$ cat config.mk
export PLATFORM = sky130hd
export DESIGN_NAME = display_scan_mux
export DESIGN_NICKNAME = d
export VERILOG_FILES = /design/src/rtl/display_pkg.sv /design/src/rtl/scan_tick_gen.sv /design/src/rtl/display_scan_mux.sv
export SDC_FILE = /design/constraint.sdc
export NUM_CORES = 1
export LEC_CHECK = 0
export ABC_AREA = 1
export BUFFER_PORTS_ARGS = -buffer_cell sky130_fd_sc_hd__clkbuf_2
export CORE_MARGIN = 1
export CORE_UTILIZATION = 40
export CTS_CLUSTER_DIAMETER = 100
export DETAILED_ROUTE_END_ITERATION = 16
export GPL_TIMING_DRIVEN = 0
export PLACE_DENSITY = 0.67
export SLEW_MARGIN = 20
export SYNTH_ARGS = -nofsm -noshare
export SYNTH_HDL_FRONTEND = slang
export SYNTH_SLANG_ARGS = --single-unit
$ cat constraint.sdc
create_clock -name clk -period 4.38 [get_ports clk]
set_input_delay 0.876 -clock clk [delete_from_list [all_inputs] [get_ports clk]]
set_output_delay 0.876 -clock clk [all_outputs]
set_load 0.1 [all_outputs]
$ cat src/rtl/display_pkg.sv
// Shared types and constants for the seven-segment scan controller.
package display_pkg;

  typedef enum logic [0:0] {
    BLANK = 1'b0,
    ON    = 1'b1
  } scan_state_t;

  localparam int NUM_DIGITS           = 8;
  localparam int TICK_DIV_DEFAULT     = 100_000;
  localparam int BLANK_CYCLES_DEFAULT = 64;

  // Bit i set when digit i is at or below the most significant nonzero nibble; digit 0 always set.
  function automatic logic [NUM_DIGITS-1:0] lz_mask(input logic [4*NUM_DIGITS-1:0] w);
    logic [NUM_DIGITS-1:0] m;
    logic seen;
    m    = {NUM_DIGITS{1'b0}};
    seen = 1'b0;
    for (int i = NUM_DIGITS - 1; i >= 1; i--) begin
      seen = seen | (w[4*i +: 4] != 4'h0);
      m[i] = seen;
    end
    m[0] = 1'b1;
    return m;
  endfunction

endpackage

$ cat src/rtl/scan_tick_gen.sv
// Digit-slot prescaler: tick is high on the last cycle of every TICK_DIV-cycle slot.
module scan_tick_gen
  import display_pkg::*;
#(
  parameter int TICK_DIV = TICK_DIV_DEFAULT
) (
  input  logic clk,
  input  logic reset,
  output logic tick
);

  localparam int CW = (TICK_DIV > 1) ? $clog2(TICK_DIV) : 1;

  logic [CW-1:0] tick_cnt_r;

  // Free-running slot counter, wraps at TICK_DIV-1
  always_ff @(posedge clk or posedge reset) begin
    if (reset) begin
      tick_cnt_r <= {CW{1'b0}};
    end else if (tick_cnt_r == CW'(TICK_DIV - 1)) begin
      tick_cnt_r <= {CW{1'b0}};
    end else begin
      tick_cnt_r <= tick_cnt_r + CW'(1);
    end
  end

  assign tick = (tick_cnt_r == CW'(TICK_DIV - 1));

endmodule

$ cat src/rtl/display_scan_mux.sv
// Eight-digit seven-segment scan controller with frame-synchronous double buffering.
// Optional build macro LEADING_ZERO_BLANK_EN also blanks digits above the top nonzero nibble.
module display_scan_mux
  import display_pkg::*;
#(
  parameter int TICK_DIV     = TICK_DIV_DEFAULT,
  parameter int BLANK_CYCLES = BLANK_CYCLES_DEFAULT
) (
  input  logic                    clk,
  input  logic                    reset,
  input  logic [4*NUM_DIGITS-1:0] value,
  input  logic                    value_valid,
  input  logic [NUM_DIGITS-1:0]   digit_en,
  output logic [3:0]              nibble,
  output logic [NUM_DIGITS-1:0]   anode,
  output logic                    frame_done
);

  localparam int BW = $clog2(BLANK_CYCLES + 1);

  scan_state_t             state_r, state_s;
  logic [2:0]              idx_r, idx_s;
  logic [BW-1:0]           blank_cnt_r, blank_cnt_s;
  logic [4*NUM_DIGITS-1:0] active_r, active_s, pending_r;
  logic                    pend_flag_r;
  logic                    tick_s, wrap_s;
  logic [NUM_DIGITS-1:0]   en_s, anode_s;
  logic [3:0]              nibble_s;

  scan_tick_gen #(.TICK_DIV(TICK_DIV)) u_tick (
    .clk   (clk),
    .reset (reset),
    .tick  (tick_s)
  );

  assign wrap_s = tick_s & (idx_r == 3'd7);

  // Slot FSM next state: blank window, then anode on until the slot tick
  always_comb begin
    state_s     = state_r;
    idx_s       = idx_r;
    blank_cnt_s = blank_cnt_r;
    case (state_r)
      BLANK: begin
        if (tick_s) begin
          idx_s       = idx_r + 3'd1;
          blank_cnt_s = {BW{1'b0}};
        end else if (blank_cnt_r == BW'(BLANK_CYCLES - 1)) begin
          state_s     = ON;
          blank_cnt_s = {BW{1'b0}};
        end else begin
          blank_cnt_s = blank_cnt_r + BW'(1);
        end
      end
      ON: begin
        if (tick_s) begin
          state_s = BLANK;
          idx_s   = idx_r + 3'd1;
        end else begin
          state_s = ON;
        end
      end
      default: begin
        state_s     = BLANK;
        idx_s       = 3'd0;
        blank_cnt_s = {BW{1'b0}};
      end
    endcase
  end

  // Active word only changes at the frame wrap; a coincident load bypasses the pending buffer
  always_comb begin
    active_s = active_r;
    if (wrap_s) begin
      if (value_valid) begin
        active_s = value;
      end else if (pend_flag_r) begin
        active_s = pending_r;
      end else begin
        active_s = active_r;
      end
    end else begin
      active_s = active_r;
    end
  end

  // Output decode from next-cycle state so the registered outputs line up with the slot
  always_comb begin
`ifdef LEADING_ZERO_BLANK_EN
    en_s = digit_en & lz_mask(active_s);
`else
    en_s = digit_en;
`endif
    anode_s  = {NUM_DIGITS{1'b1}};
    nibble_s = active_s[{idx_s, 2'b00} +: 4];
    if (state_s == ON && en_s[idx_s]) begin
      anode_s = ~(NUM_DIGITS'(1) << idx_s);
    end else begin
      anode_s = {NUM_DIGITS{1'b1}};
    end
  end

  // Scan state and output registers
  always_ff @(posedge clk or posedge reset) begin
    if (reset) begin
      state_r     <= BLANK;
      idx_r       <= 3'd0;
      blank_cnt_r <= {BW{1'b0}};
      active_r    <= {(4*NUM_DIGITS){1'b0}};
      nibble      <= 4'h0;
      anode       <= {NUM_DIGITS{1'b1}};
      frame_done  <= 1'b0;
    end else begin
      state_r     <= state_s;
      idx_r       <= idx_s;
      blank_cnt_r <= blank_cnt_s;
      active_r    <= active_s;
      nibble      <= nibble_s;
      anode       <= anode_s;
      frame_done  <= wrap_s;
    end
  end

  // Pending buffer: last load in a frame wins, consumed at the wrap
  always_ff @(posedge clk or posedge reset) begin
    if (reset) begin
      pending_r   <= {(4*NUM_DIGITS){1'b0}};
      pend_flag_r <= 1'b0;
    end else if (wrap_s) begin
      pend_flag_r <= 1'b0;
    end else if (value_valid) begin
      pending_r   <= value;
      pend_flag_r <= 1'b1;
    end else begin
      pend_flag_r <= pend_flag_r;
    end
  end

endmodule
==> results.md <==
* Most common cell in the netlist: nand2_1
* Die X-Extent at 118 um
* # H-tree levels at 3
* Mapped cell area at 5370 um^2
* Switch Pwr at 0.449 mW
* Final Hold Fails at 0
* Register area share after synthesis at 49.6%
* Post-Syn Nets at 683
* Critical path class: register to register
* CP required at 4.65 ns
* GRT Resource Usage Total at 19.9%
* Clk network pwr share at 40.1%
* Share of post-route cells with drive strength above 1 at 18.8%
* CP Capture Type: register
* P per Cell Area at 313 nW/um^2
* Cts repair resizes at 0
* Max rail drop VDD at 0.000172 V
* FP Rows at 41
* Port bufs at 55
* Synth cell types at 38
* Yosys top cell by area: dfrtp_1
* Internal at 1.48 mW
* Ant. Diodes at 0
* Num CTS Buffers at 9
* # fillers at 1250
* TritonCTS clock tree: yes
* Die Ht at 118 um
* WHS at 0.465 ns
* Crit-path max FO at 10
* Crit path cell chain: ha_1 -> nand3_2 -> nor2_2 -> nand3_4 -> nand2_1 -> nand2_2 -> nor2_2 -> nand2_1 -> nand3_1 -> nor2_1 -> nor2_1
* Leakage power at 3.03 nW
* I/O pin count at 56
* Vias per cell at 4.99
* EDFF count, synth at 0
* Die ar. at 13900 um^2
* Synthesized flop and latch total at 106
* RSZ-0062 raised after global routing: no
* Achievable frequency at 385 MHz
* Final Skew at 0.0114 ns
* Post-CTS Setup Bufs at 0
* Vias in the first global route at 4430
* Logic gate share of total power at 6.9%
* Area Growth Syn to Fin at 15.0%
* Largest net degree at the start of global routing at 73
* Post-synthesis cell count at 636
* Rel. slew slack at 59.6%
* Flop pwr share at 53.0%
* Detailed placement HPWL at 9.23 mm
* DR iter-0 viols at 224
* Root Buffer: clkbuf_16
* MaxCap Viol Count at 0
* Final Setup Violations at 0
* Async set or reset register ratio after synthesis at 100%
* Starting Density at 41.8%
* Total grt overflow at 0
* Post-synth top cells: nand2_1, dfrtp_1, inv_1, nor2_1, o21ai_0
* Via count at 4393
* Placed cells at 864
* Yosys top cell area share at 45.7%
* CP Data Arrival Time at 2.87 ns
* Routed WL at 12.7 mm
* DRC viols at 0
* Slowest cell on the critical path: nor2_2
* Wire per inst at 14.4 um
* Status: finished, final reports clean
* Final Max Tran Viols at 0
* Switching part of the total power at 23.3%
* CORE AREA at 12800 um^2
* Avg Cell Area, Syn at 8.44 um^2
* Post-Layout Cell Count at 880
* Clock-pin slew on the worst setup and hold paths at 0.07 ns
* Clock tree buffer depth at 2
* Worst Tran Pin Value at 0.606 ns
* Global-route wire length before repair at 22.0 mm
* Critical path launch point type: register
* Sink Count at 106
* Top cells by area, synth: dfrtp_1, nand2_1, inv_1
* Crit-path max cell delay at 0.51 ns
* RePlAce Congestion at 0.927
* Post-route ant nets at 0
* Clk_lat worst skew at 0.36 ns
* Synth Flop Type: dfrtp_1
* DRT Pass-1 Iters at 4
* Synth warn at 0
* Hold Buf Count CTS at 0
* Final worst path period share at 59.3%
* Final Net Count at 750
* Fin crit period at 2.60 ns
* Worst min path class: register to register
* Initial antenna violation count at 0
placed cells by master, fill, tap and decap left out, types with 2 or more instances in the layout:
master,instances
a21oi_1,11
a21oi_2,2
a22oi_2,4
and2_1,16
buf_2,3
buf_4,3
buf_6,2
clkbuf_1,13
clkbuf_16,9
clkbuf_2,55
clkbuf_8,2
clkinv_1,2
clkinv_2,2
dfrtp_1,98
dfstp_2,8
ha_1,4
inv_1,87
inv_2,2
mux2_1,4
mux2_2,18
nand2_1,151
nand2_2,6
nand3_1,37
nand3_2,2
nand3_4,2
nand3b_1,3
nand4_1,23
nor2_1,49
nor2_2,3
nor2_4,3
nor3_1,5
nor3_4,2
o21a_1,2
o21ai_0,40
o22ai_1,23
xor2_1,2
logic make-up after synthesis:
| logic type | after synthesis | share of synthesized area (%) |
|---|---|---|
| compound gates | 87 | 9.75 |
| xor+xnor | 2 | 0.326 |
| flops | 106 | 49.6 |
| mux | 22 | 4.62 |
| simple gates | 303 | 26.4 |
| fa+ha+maj | 4 | 0.933 |
| buf+inv | 112 | 8.39 |
stage by stage:
step	power [mW]	cell area (um^2)	TNS, ns	util [%]	setup slack, ns
floorplan	1.12	5370	0	-	0.728
global placement	1.17	5860	-40.61	45.7	-0.420
detailed placement	1.18	5890	0	45.9	1.75
CTS	1.95	6170	0	48.1	1.77
global route	2.02	6170	0	48.1	1.60
finish	1.93	6170	0	48.1	1.78
metal layers:
metal | vias up | share of wire [%] | global-route usage, % | routed length (um)
met5 | - | 0 | 0 | 0
met4 | 0 | 1.9 | 7.53 | 245
met3 | 17 | 3.9 | 3.83 | 496
met2 | 105 | 47 | 32.0 | 5980
met1 | 2068 | 47 | 26.7 | 5970
li1 | 2203 | - | - | -
worst paths after layout:
| kind | slack (ns) | startpoint | end | cells after the start |
|---|---|---|---|---|
| setup / recovery | 1.78 | u_tick.tick_cnt_r[0]$_DFF_PP0_ | nibble[3]$_DFF_PP0_ | 11 |
| hold / removal | 0.46 | u_tick.tick_cnt_r[0]$_DFF_PP0_ | u_tick.tick_cnt_r[0]$_DFF_PP0_ | 1 |
| setup reg to reg | 1.78 | u_tick.tick_cnt_r[0]$_DFF_PP0_ | nibble[3]$_DFF_PP0_ | 11 |
| hold reg to reg | 0.46 | u_tick.tick_cnt_r[0]$_DFF_PP0_ | u_tick.tick_cnt_r[0]$_DFF_PP0_ | 1 |
| max in group asynchronous | 3.22 | reset | u_tick.tick_cnt_r[8]$_DFF_PP0_ | 3 |
| min in group asynchronous | 0.50 | reset | pending_r[4]$_DFFE_PP0P_ | 2 |
critical path, delay by kind of cell, from the launching register on:
kind                       cells  cell delay (ns)
DFF                            1             0.37
and+or+nand+nor               10             1.90
adders and majority gates      1             0.23
power groups by stage:
stage / clock network [mW] / logic (mW) / registers [mW]
floorplan: 0 / 0.0851 / 1.04
global placement: 0 / 0.126 / 1.04
detailed placement: 0 / 0.134 / 1.04
CTS: 0.794 / 0.135 / 1.02
global route: 0.842 / 0.151 / 1.03
finish: 0.775 / 0.132 / 1.02
state kept, by name, summed over array words and instances (netlist names), 3 cells and up:
register and flops:
pending_r 32, u_tick.tick_cnt_r 17, idx_r 3, blank_cnt_r 7, active_r 32, nibble 4, anode 8
final cells by class:
class                   instances  area (um^2)  area share, %
clock inverters                 4         26.3          0.426
clock buffers                  12          256           4.16
plain buffers                  20          105           1.70
multi-input cells             418         2250           36.5
inverters                      92          350           5.68
repair buffers                 56          303           4.91
well taps                     172          215           3.49
flip-flops and latches        106         2660           43.1
No activity file was read; power rests on OpenSTA's default activity.
